## src/rtl/rptr_empty_fwft.sv

```systemverilog
// Read-side controller of the async FIFO: write-pointer synchronizer, read pointers,
// empty/almost-empty/count flags and a two-entry first-word-fall-through output stage.
module rptr_empty_fwft #(
  parameter int unsigned ADDRSIZE  = 4,
  parameter int unsigned DATASIZE  = 32,
  parameter int unsigned AEMPTY_TH = 2
) (
  input  logic                rclk,
  input  logic                rrst_n,
  input  logic [ADDRSIZE:0]   wptr_async,
  output logic [ADDRSIZE:0]   rptr,
  output logic [ADDRSIZE-1:0] raddr,
  output logic                ren,
  input  logic [DATASIZE-1:0] mem_rdata,
  output logic                rempty,
  output logic [ADDRSIZE:0]   rcount,
  output logic                raempty,
  output logic                rvalid,
  output logic [DATASIZE-1:0] rdata,
  input  logic                rready
);

  localparam int unsigned PW = ADDRSIZE + 1;

  logic [PW-1:0]       s1;
  logic [PW-1:0]       wptr_rclk;
  logic [PW-1:0]       wbin_rclk;
  logic [PW-1:0]       rbin;
  logic [PW-1:0]       rbinnext;
  logic [PW-1:0]       rgraynext;
  logic [PW-1:0]       rcount_next;
  logic                inflight;
  logic                out_v;
  logic                skid_v;
  logic [DATASIZE-1:0] skid_q;
  logic                pop;
  logic [1:0]          occupancy;

  // Gray-to-binary of the synchronized write pointer
  always_comb begin
    wbin_rclk = '0;
    for (int unsigned i = 0; i < PW; i++) begin
      wbin_rclk[i] = ^(wptr_rclk >> i);
    end
  end

  // Fetch decision: keep out+skid+in-flight at most two, refill on a pop
  always_comb begin
    pop         = out_v & rready;
    occupancy   = 2'(out_v) + 2'(skid_v) + 2'(inflight);
    ren         = ~rempty & ((occupancy < 2'd2) | pop);
    rbinnext    = rbin + PW'(ren);
    rgraynext   = (rbinnext >> 1) ^ rbinnext;
    rcount_next = wbin_rclk - rbinnext;
    raddr       = rbin[ADDRSIZE-1:0];
    rvalid      = out_v;
  end

  // Synchronizer, pointers and flags
  always_ff @(posedge rclk or negedge rrst_n) begin
    if (!rrst_n) begin
      s1        <= '0;
      wptr_rclk <= '0;
      rbin      <= '0;
      rptr      <= '0;
      rempty    <= 1'b1;
      rcount    <= '0;
      raempty   <= 1'b1;
      inflight  <= 1'b0;
    end else begin
      s1        <= wptr_async;
      wptr_rclk <= s1;
      rbin      <= rbinnext;
      rptr      <= rgraynext;
      rempty    <= (rgraynext == wptr_rclk);
      rcount    <= rcount_next;
      raempty   <= (rcount_next <= PW'(AEMPTY_TH));
      inflight  <= ren;
    end
  end

  // Output stage: out register feeds the consumer, skid absorbs the word behind it
  always_ff @(posedge rclk or negedge rrst_n) begin
    if (!rrst_n) begin
      out_v  <= 1'b0;
      skid_v <= 1'b0;
      rdata  <= '0;
      skid_q <= '0;
    end else if (pop && skid_v) begin
      rdata  <= skid_q;
      skid_v <= inflight;
      if (inflight) begin
        skid_q <= mem_rdata;
      end
    end else if (pop) begin
      out_v <= inflight;
      if (inflight) begin
        rdata <= mem_rdata;
      end
    end else if (inflight) begin
      if (!out_v) begin
        out_v <= 1'b1;
        rdata <= mem_rdata;
      end else begin
        skid_v <= 1'b1;
        skid_q <= mem_rdata;
      end
    end
  end

endmodule

```

## config.mk

```make
export PLATFORM = sky130hd
export DESIGN_NAME = rptr_empty_fwft
export DESIGN_NICKNAME = d
export VERILOG_FILES = /design/src/rtl/rptr_empty_fwft.sv
export SDC_FILE = /design/constraint.sdc
export NUM_CORES = 1
export LEC_CHECK = 0
export BUFFER_PORTS_ARGS = -buffer_cell sky130_fd_sc_hd__clkbuf_2
export CORE_MARGIN = 2
export CORE_UTILIZATION = 54
export DETAILED_ROUTE_END_ITERATION = 16
export GPL_TIMING_DRIVEN = 0
export PLACE_DENSITY = 0.77
export SYNTH_ARGS = -nofsm -noshare
export SYNTH_HDL_FRONTEND = slang
export SYNTH_SLANG_ARGS = --single-unit
```

## constraint.sdc

```tcl
create_clock -name rclk -period 4.48 [get_ports rclk]
set_clock_uncertainty 0.15 [all_clocks]
set_input_delay 0.896 -clock rclk [delete_from_list [all_inputs] [get_ports rclk]]
set_output_delay 0.896 -clock rclk [all_outputs]
set_load 0.02 [all_outputs]
```

Yosys cells after proc, flatten, opt, wreduce, memory -nomap -nowiden
Index checks and enable logic that the tools add are counted.
Widths: inputs -> output; s select.

word-level totals
  register bits = 94
  logic and storage cells = 56

cells by class
  add/sub/neg operators = 4
  order comparisons = 2
  equal/unequal tests = 4
  muxes and demuxes = 15
  bitwise gates (word level) = 6
  reduce and logical (&&, ||, !) cells = 13

operator list
  operator            count
  $mux 32             9
  $reduce_xor 5->1    5
  $mux 1              6
  $reduce_bool 2->1   3
  $add 5x1->5         1
  $eq 5x5->1          1
  $le 5x2->1 const B  1
  $sub 5x5->5         1
  $xor 4x5->5         1
  $reduce_and 2->1    2
  $reduce_and 4->1    1
  $ne 3x1->1 const B  1
  $reduce_and 3->1    1
  $add 1x1->2         1
  $add 2x1->2         1
  $and 1x1->1         2
  $lt 2x2->1 const B  1
  $ne 2x1->1 const B  1
  $ne 2x2->1 const B  1
  $not 1->1           2
  $logic_and 1x1->1   1
  $or 1x1->1          1

Depth between registers and ports, before layout
Gate-level depths: netlist of run 1.

  depth in word-level cells = 8
  depth in mapped cells = 15
  depth with buffers taken out = 14

Worst setup path after synthesis of run 1
No wires, ideal clock.

  kind = register to register
  from = reg out_v, in the netlist rvalid
  to = reg raempty
  setup time = 81 ps
  arrival time = 3437 ps
  slack = 813 ps
  stages on the path, launching flop included = 16
  path buffers = 1
  clock period less this slack = 3667 ps
  cell sequence = dfrtp_1 > ha_1 > a21oi_1 > a21oi_1 > nor2_1 > ha_1 > ha_1 > xor2_1 > inv_1 > ha_1 > clkbuf_1 > nand2b_1 > nor2_1 > a311oi_2 > a41oi_1 > a32oi_1

between the ends
  word-level cells in the longest chain between the ends = 8
  elaborated cells between the ends (all ways) = 9
  classes of those cells = 4 x add/sub; 2 x order compare; 3 x bitwise

ends and longest elaborated chain
  element                   line  RTL
  start: declaration        33    logic out_v;
  start signal: assignment  96    out_v <= inflight;
  $add 1x1->2               50    occupancy = 2'(out_v) + 2'(skid_v) + 2'(inflight);
  $add 2x1->2               50
  $lt 2x2->1                51    ren = ~rempty & ((occupancy < 2'd2) | pop);
  $or 1x1->1 *              51
  $and 1x1->1 *             51
  named net ren             13    output logic ren,
  $add 5x1->5 *             52    rbinnext = rbin + PW'(ren);
  named net rbinnext[2]     29    logic [PW-1:0] rbinnext;
  $sub 5x5->5 *             54    rcount_next = wbin_rclk - rbinnext;
  $le 5x2->1 *              77    raempty <= (rcount_next <= PW'(AEMPTY_TH));
  end signal: assignment    77
  end: declaration          17    output logic raempty,

The timed path passes the listed nets; every way through them passes the cells marked *.
A chain may end at the register's enable or synchronous reset.

Worst setup path in the final report of run 1
  from = reg out_v, in the netlist rvalid
  to = reg raempty

between the ends
  word-level cells in the longest chain between the ends = 8
  elaborated cells between the ends (all ways) = 9
  classes of those cells = 4 x add/sub; 2 x order compare; 3 x bitwise

ends and longest elaborated chain
  element                line
  $add 1x1->2            50
  $add 2x1->2            50
  $lt 2x2->1             51
  $or 1x1->1 *           51
  $and 1x1->1 *          51
  $add 5x1->5 *          52
  named net rbinnext[2]  29
  $sub 5x5->5 *          54
  $le 5x2->1 *           77

Marked as above.

==> metrics.md, run 1 <==
| Metric | Value |
|---|---|
| Status | completed |
| Seq cells post-synth | 93 |
| Top post-synthesis cells by count | dfrtp_1 (91), nand2_1 (35), o21ai_0 (35) |
| Initial DRT Pass Iterations | 4 |
| Class of the most critical setup path | flop to flop |
| First-pass GRT wire length | about 13 mm |
| Initial Util | 0.559 |
| Clk slew on worst S/H paths | roughly 0.09 ns |
| Worst EP arrival | between 3 and 4 ns |
| Hold WS | between 0.2 and 0.25 ns |
| Min Tclk post-route | between 3 and 4 ns |
| Most used DFF post-synth | dfrtp_1 |
| Flop pwr share | 0.346 |
| Most common cell in the netlist | dfrtp_1 |
| CP max FO | 9 |
| Global router's overall resource usage | 0.202 |
| Hold Path Sink | wptr_rclk[4] |
| Clock Path Buffers | 2 |
| Post-CTS sizing | 0 |
| Area of the multi-input gates | about 1600 um^2 |
| Die X | slightly above 90 um |
| FMAX | 264 MHz |
| Row count | 31 |
| HP Start | s1[4] |
| Final Max Slew Viols | 0 |
| Storage cell area | approximately 2300 um^2 |
| Vias in the first global route | around 2.8k |
| Switching share of power | 0.415 |
| Setup bufs post-CTS | 0 |
| DRT iter0 DRCs | slightly below 90 |
| ANT nets after route | 0 |
| Clock Latency Late Sink | 0.35 ns |
| Area Overhead vs Synth | 20.2% |
| Worst R2R Start | rvalid |
| WL final | just under 8 mm |
| Synth Instances | about 320 |
| Placer Congestion | 0.769 |
| Fillers | roughly 570 |
| Synthesis Warnings | 0 |
| Via Count | 2723 |
| Critical path required time | between 4 and 5 ns |
| Largest net degree at the start of global routing | 59 |
| # setup viols final | 0 |
| Critical Path Source Type | flop |
| Worst-Margin Slew | about 0.75 ns |
| Clock power share | 0.141 |
| Cell variety after synth | 38 |
| # IOs | 90 |
| Initial antenna violation count | 0 |
| Synth area leader | dfrtp_1 |
| Syn_area_per_cell | roughly 13 um^2 |
| Synth area leaders | dfrtp_1 (56%), mux2_2 (8.6%), mux2i_1 (8.4%) |
| DIE AREA | 8210 um^2 |
| Pwr Density | between 800 and 900 nW/um^2 |
| Total CTS buffers | 9 |
| Post-synth ARST share | 1.00 |
| Die H | about 90 um |
| RSZ-0062 raised after global routing | no |
| CTS root buffer | clkbuf_8 |
| Peak VDD IR | between 0.6 and 0.7 mV |
| Grt ovf | 0 |
| H-tree lvl count | 3 |
| R2r endpoint | raempty |
| Drt wl/cell | between 10 and 15 um |
| Hold WC Path Type | flop to flop |
| Area fraction of the dominant cell type after synthesis | 0.562 |
| CTS tree | built |
| Via/cell ratio | 5.16 |
| Max Cap Violations | 0 |
| Final Cycle Share | 0.844 |
| Residual DRC | 0 |
| LEAKAGE | 2.43 nW |
| Fin. Hold Viols | 0 |
| Hold path depth | 0 |
| Logic gate share of total power | 0.513 |
| Internal power | around 2.4 mW |
| Setup TNS | 0 ns |
| R2R setup slack | between 0.6 and 0.7 ns |
| Share of cells above drive strength 1 | 0.357 |
| Cell count of the worst reg-to-reg path | 14 |
| Post-synth EDFFs | 0 |
| CP Capture Type | flop |
| Switch Pwr | roughly 1.7 mW |
| PortBufs | approximately 90 |
| Core area | roughly 7300 um^2 |
| Layout Nets | between 400 and 500 |
| Slew headroom | 0.498 |
| Sequential area share after synthesis | 0.575 |
| Hold buffer count at cts | 0 |
| Mapped cell area | slightly above 4000 um^2 |
| CTS sink cnt | 93 |
| Ant diodes | 0 |
| Post-Syn Nets | 370 |
| Dpl hpwl | approximately 5.7 mm |
[stage by stage]
step	instances	power, mW	cell area, um^2	util	setup slack [ns]
2_1_floorplan	323	3.03	4050	-	0.813
3_3_place_gp	511	3.54	4620	0.637	0.552
3_5_place_dp	512	3.63	4650	0.641	0.539
4_1_cts	528	4.23	4870	0.672	0.686
5_1_grt	528	4.51	4870	0.672	0.244
6_report	528	4.19	4870	0.672	0.697
[cells by family (layout without fill, tap and decap cells)]
group / after synthesis / after routing / synth area share
adders and majority gates: 7 / 7 / 0.0216
xor gates and xnor gates: 25 / 25 / 0.0704
muxes: 66 / 66 / 0.173
AOI/OAI and AO/OA: 50 / 50 / 0.0704
and+or+nand+nor: 57 / 57 / 0.0645
buffers and inverters: 25 / 131 / 0.0253
DFF: 93 / 93 / 0.575
[sequential cells by signal (all words and copies together), names as in the netlist, 4 cells and up]
name / flops
rdata: 32
rcount: 5
s1: 5
rbin: 5
rptr: 4
skid_q: 32
wptr_rclk: 5
[worst max-delay path, cell delays in order, from the launching register on]
cell      delay (ns)
dfrtp_1         0.45
ha_1            0.32
a21oi_1         0.12
a21oi_1         0.05
nor2_1          0.21
ha_1            0.22
ha_1            0.19
xor2_1          0.45
inv_1           0.10
ha_1            0.30
clkbuf_1        0.31
nor2b_1         0.28
nand4_1         0.13
a31o_2          0.27
a32oi_1         0.18
[worst max-delay path by stage]
stage,start,cells after the start,endpoint,slack (ns)
floorplan,rvalid,15,raempty,0.81
global placement,rready,13,raempty,0.55
detailed placement,rready,13,raempty,0.54
CTS,rvalid,14,raempty,0.69
global route,rvalid,14,raempty,0.24
finish,rvalid,14,raempty,0.70
[layout by cell type, fill, tap and decap left out, types with 2 or more instances in the layout]
master | netlist | layout
dfstp_2 | 2 | 2
nand2b_1 | 2 | 2
nor3_1 | 4 | 4
clkbuf_8 | 0 | 12
clkbuf_1 | 9 | 9
nand3_1 | 3 | 3
xnor2_1 | 7 | 7
mux2i_1 | 34 | 34
ha_1 | 7 | 7
dfrtp_1 | 91 | 91
xor2_1 | 12 | 12
and3_1 | 2 | 2
a21o_1 | 3 | 3
clkinvlp_4 | 0 | 2
nor2_1 | 2 | 2
nand4_1 | 3 | 3
a21oi_1 | 4 | 4
o22ai_1 | 2 | 2
xnor2_2 | 3 | 3
mux2_2 | 31 | 31
nor2b_1 | 2 | 2
inv_1 | 9 | 9
o21ai_0 | 35 | 35
nand2_1 | 35 | 35
buf_2 | 6 | 6
clkbuf_2 | 0 | 88
[power groups by stage]
stage               clock (mW)  combinational [mW]  sequential (mW)
floorplan                    0                1.32             1.70
global placement             0                2.09             1.44
detailed placement           0                2.16             1.47
CTS                      0.604                2.17             1.45
global route             0.641                2.37             1.50
finish                   0.589                2.15             1.45
[per-layer routing]
metal / vias to the layer above / GRT usage / part of all wire
li1: 1322 / - / -
met5: - / 0 / 0
met2: 68 / 0.324 / 0.48
met3: 12 / 0.0426 / 0.047
met1: 1321 / 0.271 / 0.45
met4: 0 / 0.0808 / 0.017
[layout make-up]
type	count	area share
flip-flops and latches	93	0.478
multi-input cells	205	0.333
repair buffers	90	0.0976
clock buffers	12	0.0339
well taps	99	0.0254
plain buffers	15	0.0131
clock inverters	4	0.0110
inverters	10	0.00796
(Power assumes the default switching activity.)
==> run 2, diff against run 1 <==
--- a/config.mk
+++ b/config.mk
@@ -5,6 +5,7 @@
 export SDC_FILE = /design/constraint.sdc
 export NUM_CORES = 1
 export LEC_CHECK = 0
+export ABC_AREA = 1
 export BUFFER_PORTS_ARGS = -buffer_cell sky130_fd_sc_hd__clkbuf_2
 export CORE_MARGIN = 2
 export CORE_UTILIZATION = 54
==> constraint.sdc (replaced) <==
create_clock -name rclk -period 3.8 [get_ports rclk]
set_clock_uncertainty 0.15 [all_clocks]
set_input_delay 0.76 -clock rclk [delete_from_list [all_inputs] [get_ports rclk]]
set_output_delay 0.76 -clock rclk [all_outputs]
set_load 0.02 [all_outputs]
==> run 2 against run 1 <==
Utilization down 0.74 points; synthesized cell count increased by 17%; wire length increased by 4.7%; global-route usage rose by 1.2 points; register-to-register slack about the same; clock power grew 12%; die area shrank 2.0%; worst setup slack improved by 0.0082 ns; largest power group unchanged.
==> metrics.md, run 2 <==
| Metric | Value |
|---|---|
| Drt wl/cell | 13.9 um (-5.3%) |
| DRT iter0 DRCs | 131 (+51%) |
| Synthesis Warnings | 0 (unchanged) |
| Hold WC Path Type | flop to flop |
| Mapped cell area | 3970 um^2 (-2.1%) |
| Initial antenna violation count | 0 (unchanged) |
| Clock Path Buffers | 2 (unchanged) |
| Total power | 4.68 mW (+12%) |
| Seq cells post-synth | 93 (unchanged) |
| Post-Syn Nets | 426 (+15%) |
| CTS root buffer | clkbuf_8 |
| Post-CTS sizing | 0 (unchanged) |
| ANT nets after route | 0 (unchanged) |
| Hold WS | 0.202 ns (-0.0000820 ns) |
| Flop pwr share | 0.363 (+0.017) |
| FMAX | 323 MHz (+22%) |
| Largest family of logic cells by synthesized area | simple AND/OR/NAND/NOR gates |
| Final Max Slew Viols | 0 (unchanged) |
| Hold path depth | 0 (unchanged) |
| Final Cycle Share | 0.814 (-0.0300) |
| Most used DFF post-synth | dfrtp_1 |
| Dpl hpwl | 5.80 mm (+2.1%) |
| Most common cell in the netlist | dfrtp_1 |
| Status | completed |
| Grt ovf | 0 (unchanged) |
| Core area | 7180 um^2 (-1.1%) |
| # setup viols final | 0 (unchanged) |
| Vias in the first global route | 2976 (+6.4%) |
| Hold buffer count at cts | 0 (unchanged) |
| Post-synthesis adder-cell area fraction | 0.0221 (+0.000463) |
| Worst-Margin Slew | 0.662 ns (-0.0907 ns) |
| Initial Util | 0.553 (-0.00582) |
| Via/cell ratio | 5.07 (-1.7%) |
| CTS tree | built |
| Initial DRT Pass Iterations | 4 (unchanged) |
| Row count | 31 (unchanged) |
| Critical path required time | 3.95 ns (-0.65 ns) |
| Slew headroom | 0.559 (+0.0605) |
| Internal power | 2.68 mW (+9.6%) |
| Commonest cells after routing, fill and taps aside | dfrtp_1 (91), clkbuf_2 (88), a21oi_1 (66), nand2_1 (63), nor2_1 (33) |
| Mux cell area share after synthesis | 0.0908 (-0.0821) |
| Biggest regs | rdata (32), skid_q (32) |
| H-tree lvl count | 3 (unchanged) |
| Top post-synthesis cells by count | dfrtp_1 (91), a21oi_1 (66), nand2_1 (63) |
| Residual DRC | 0 (unchanged) |
| Synth area leaders | dfrtp_1 (57%), mux2_2 (9.1%), a21oi_1 (8.3%) |
| Most common cell after layout, fill and taps aside | dfrtp_1 |
| # IOs | 90 (unchanged) |
| Share of cells above drive strength 1 | 0.334 (-0.0226) |
| Sequential area share after synthesis | 0.587 (+0.0123) |
| Via Count | 2960 (+8.7%) |
| Layout Nets | 527 (+12%) |
| Synth Area in Compound Gates | 0.0924 (+0.0220) |
| CP max FO | 6 (-3) |
| Pwr Density | 983 nW/um^2 (+14%) |
| Simple-Gate Fraction of Synth Area | 0.128 (+0.0635) |
| PnR worst setup slack | 0.705 ns (+0.00816 ns) |
| Class of the most critical setup path | flop to flop |
| Max Cap Violations | 0 (unchanged) |
| Post-route insts no fill | 584 (+11%) |
| Post-place setup slack | 0.550 ns (+0.0116 ns) |
| Post-synth EDFFs | 0 (unchanged) |
| Critical Path Source Type | flop |
| PortBufs | 89 (unchanged) |
| Fin. Hold Viols | 0 (unchanged) |
| Post-synthesis xor/xnor area fraction | 0.0369 (-0.0335) |
| RSZ-0062 raised after global routing | no |
| Post-synth ARST share | 1.00 (unchanged) |
| Synth area leader | dfrtp_1 |
| Clock Latency Late Sink | 0.36 ns (about the same) |
| Logic gate share of total power | 0.496 (-0.017) |
| DIE AREA | 8050 um^2 (-2.0%) |
| Die H | 89.7 um (-1.0%) |
| CP Capture Type | flop |
| Ant diodes | 0 (unchanged) |
| Switching share of power | 0.427 (+0.0114) |
| Clock power share | 0.141 (about the same) |
| Die X | 89.7 um (-1.0%) |
| Dpl cells | 568 (+11%) |
| Area fraction of the dominant cell type after synthesis | 0.574 (+0.0120) |
| Largest net degree at the start of global routing | 48 (-19%) |
| Setup bufs post-CTS | 0 (unchanged) |
| Switch Pwr | 2.00 mW (+15%) |
| Syn_area_per_cell | 10.5 um^2 (-17%) |
| Total CTS buffers | 9 (unchanged) |
| Setup TNS | 0 ns (unchanged) |
| Area Overhead vs Synth | 20.1% (about the same) |
| First-pass GRT wire length | 13.8 mm (+4.8%) |
| Cell count of the worst reg-to-reg path | 16 (+2) |
| WL final | 8.09 mm (+4.7%) |
| Cell variety after synth | 28 (-26%) |
| Global router's overall resource usage | 0.214 (+0.0119) |
| LEAKAGE | 2.32 nW (-4.2%) |
| Peak VDD IR | 0.501 mV (-17%) |
| Placer Congestion | 0.827 (+7.6%) |
| CTS sink cnt | 93 (unchanged) |
| Clk slew on worst S/H paths | 0.09 ns (about the same) |
| Synth Instances | 379 (+17%) |
| Min Tclk post-route | 3.09 ns (-0.688 ns) |
| Worst EP arrival | 3.24 ns (-0.67 ns) |
-- run 2: cell count changes in the layout (fill, tap and decap cells not counted), moves of 4 or more --
cell,delta
nor3_1,-4
inv_1,+15
mux2i_1,-34
nor2_1,+31
nand3_1,+10
a21oi_1,+62
nand2_2,+4
nand2_1,+28
o21ai_0,-35
xnor2_1,-4
-- run 2: per-stage QoR --
step	instance area, um^2	util
2_1_floorplan	3970	-
3_3_place_gp	4540	0.632
3_5_place_dp	4570	0.636
4_1_cts	4770	0.664
5_1_grt	4770	0.664
6_report	4770	0.664
-- run 2: final timing paths --
path | start | endpoint | slack [ns]
worst min-delay path | s1[3] | wptr_rclk[3] | 0.20
max in group asynchronous | rrst_n | rempty | 2.51
worst min register to register | s1[3] | wptr_rclk[3] | 0.20
worst max-delay path | rvalid | raempty | 0.71
worst max register to register | rvalid | raempty | 0.71
min in group asynchronous | rrst_n | rdata[7] | 0.30
-- run 2: layout make-up --
cell class	instances	area, um^2
Buffer	15	63.8
Clock buffer	10	138
Clock inverter	6	61.3
Fill cell	592	2410
Inverter	28	105
Multi-Input combinational cell	243	1470
Sequential cell	93	2330
Tap cell	99	124
Timing Repair Buffer	90	475
-- run 2: logic make-up after synthesis --
family / Yosys count
buffers and inverters: 43
and+or+nand+nor: 119
adders and majority gates: 7
xor gates and xnor gates: 15
AOI/OAI and AO/OA: 70
muxes: 32
DFF: 93
-- run 2: power groups by stage --
stage          combinational, mW  clock [mW]  sequential, mW
4_1_cts                     2.35       0.679            1.70
6_report                    2.32       0.660            1.70
2_1_floorplan               1.39           0            1.99
3_3_place_gp                2.27           0            1.69
3_5_place_dp                2.34           0            1.72
5_1_grt                     2.56       0.721            1.76
-- run 2: critical path, stage by stage, from the launching register on --
cell and delay [ns]:
dfrtp_1 0.44, ha_1 0.31, a21o_1 0.15, a21oi_1 0.26, ha_1 0.27, ha_1 0.21, nand2_1 0.10, nand2_4 0.11
inv_1 0.05, ha_1 0.32, inv_1 0.11, nor2_1 0.05, nand3_1 0.12, nand2_1 0.09, nand2_1 0.08, nand3_1 0.08
a21oi_2 0.12
-- run 2: routing by layer --
layer	GRT usage	wire [um]	vias to the layer above
li1	-	-	1439
met1	0.277	3540	1433
met2	0.355	4020	79
met3	0.0486	414	9
met4	0.0808	123	0
met5	0	0	-
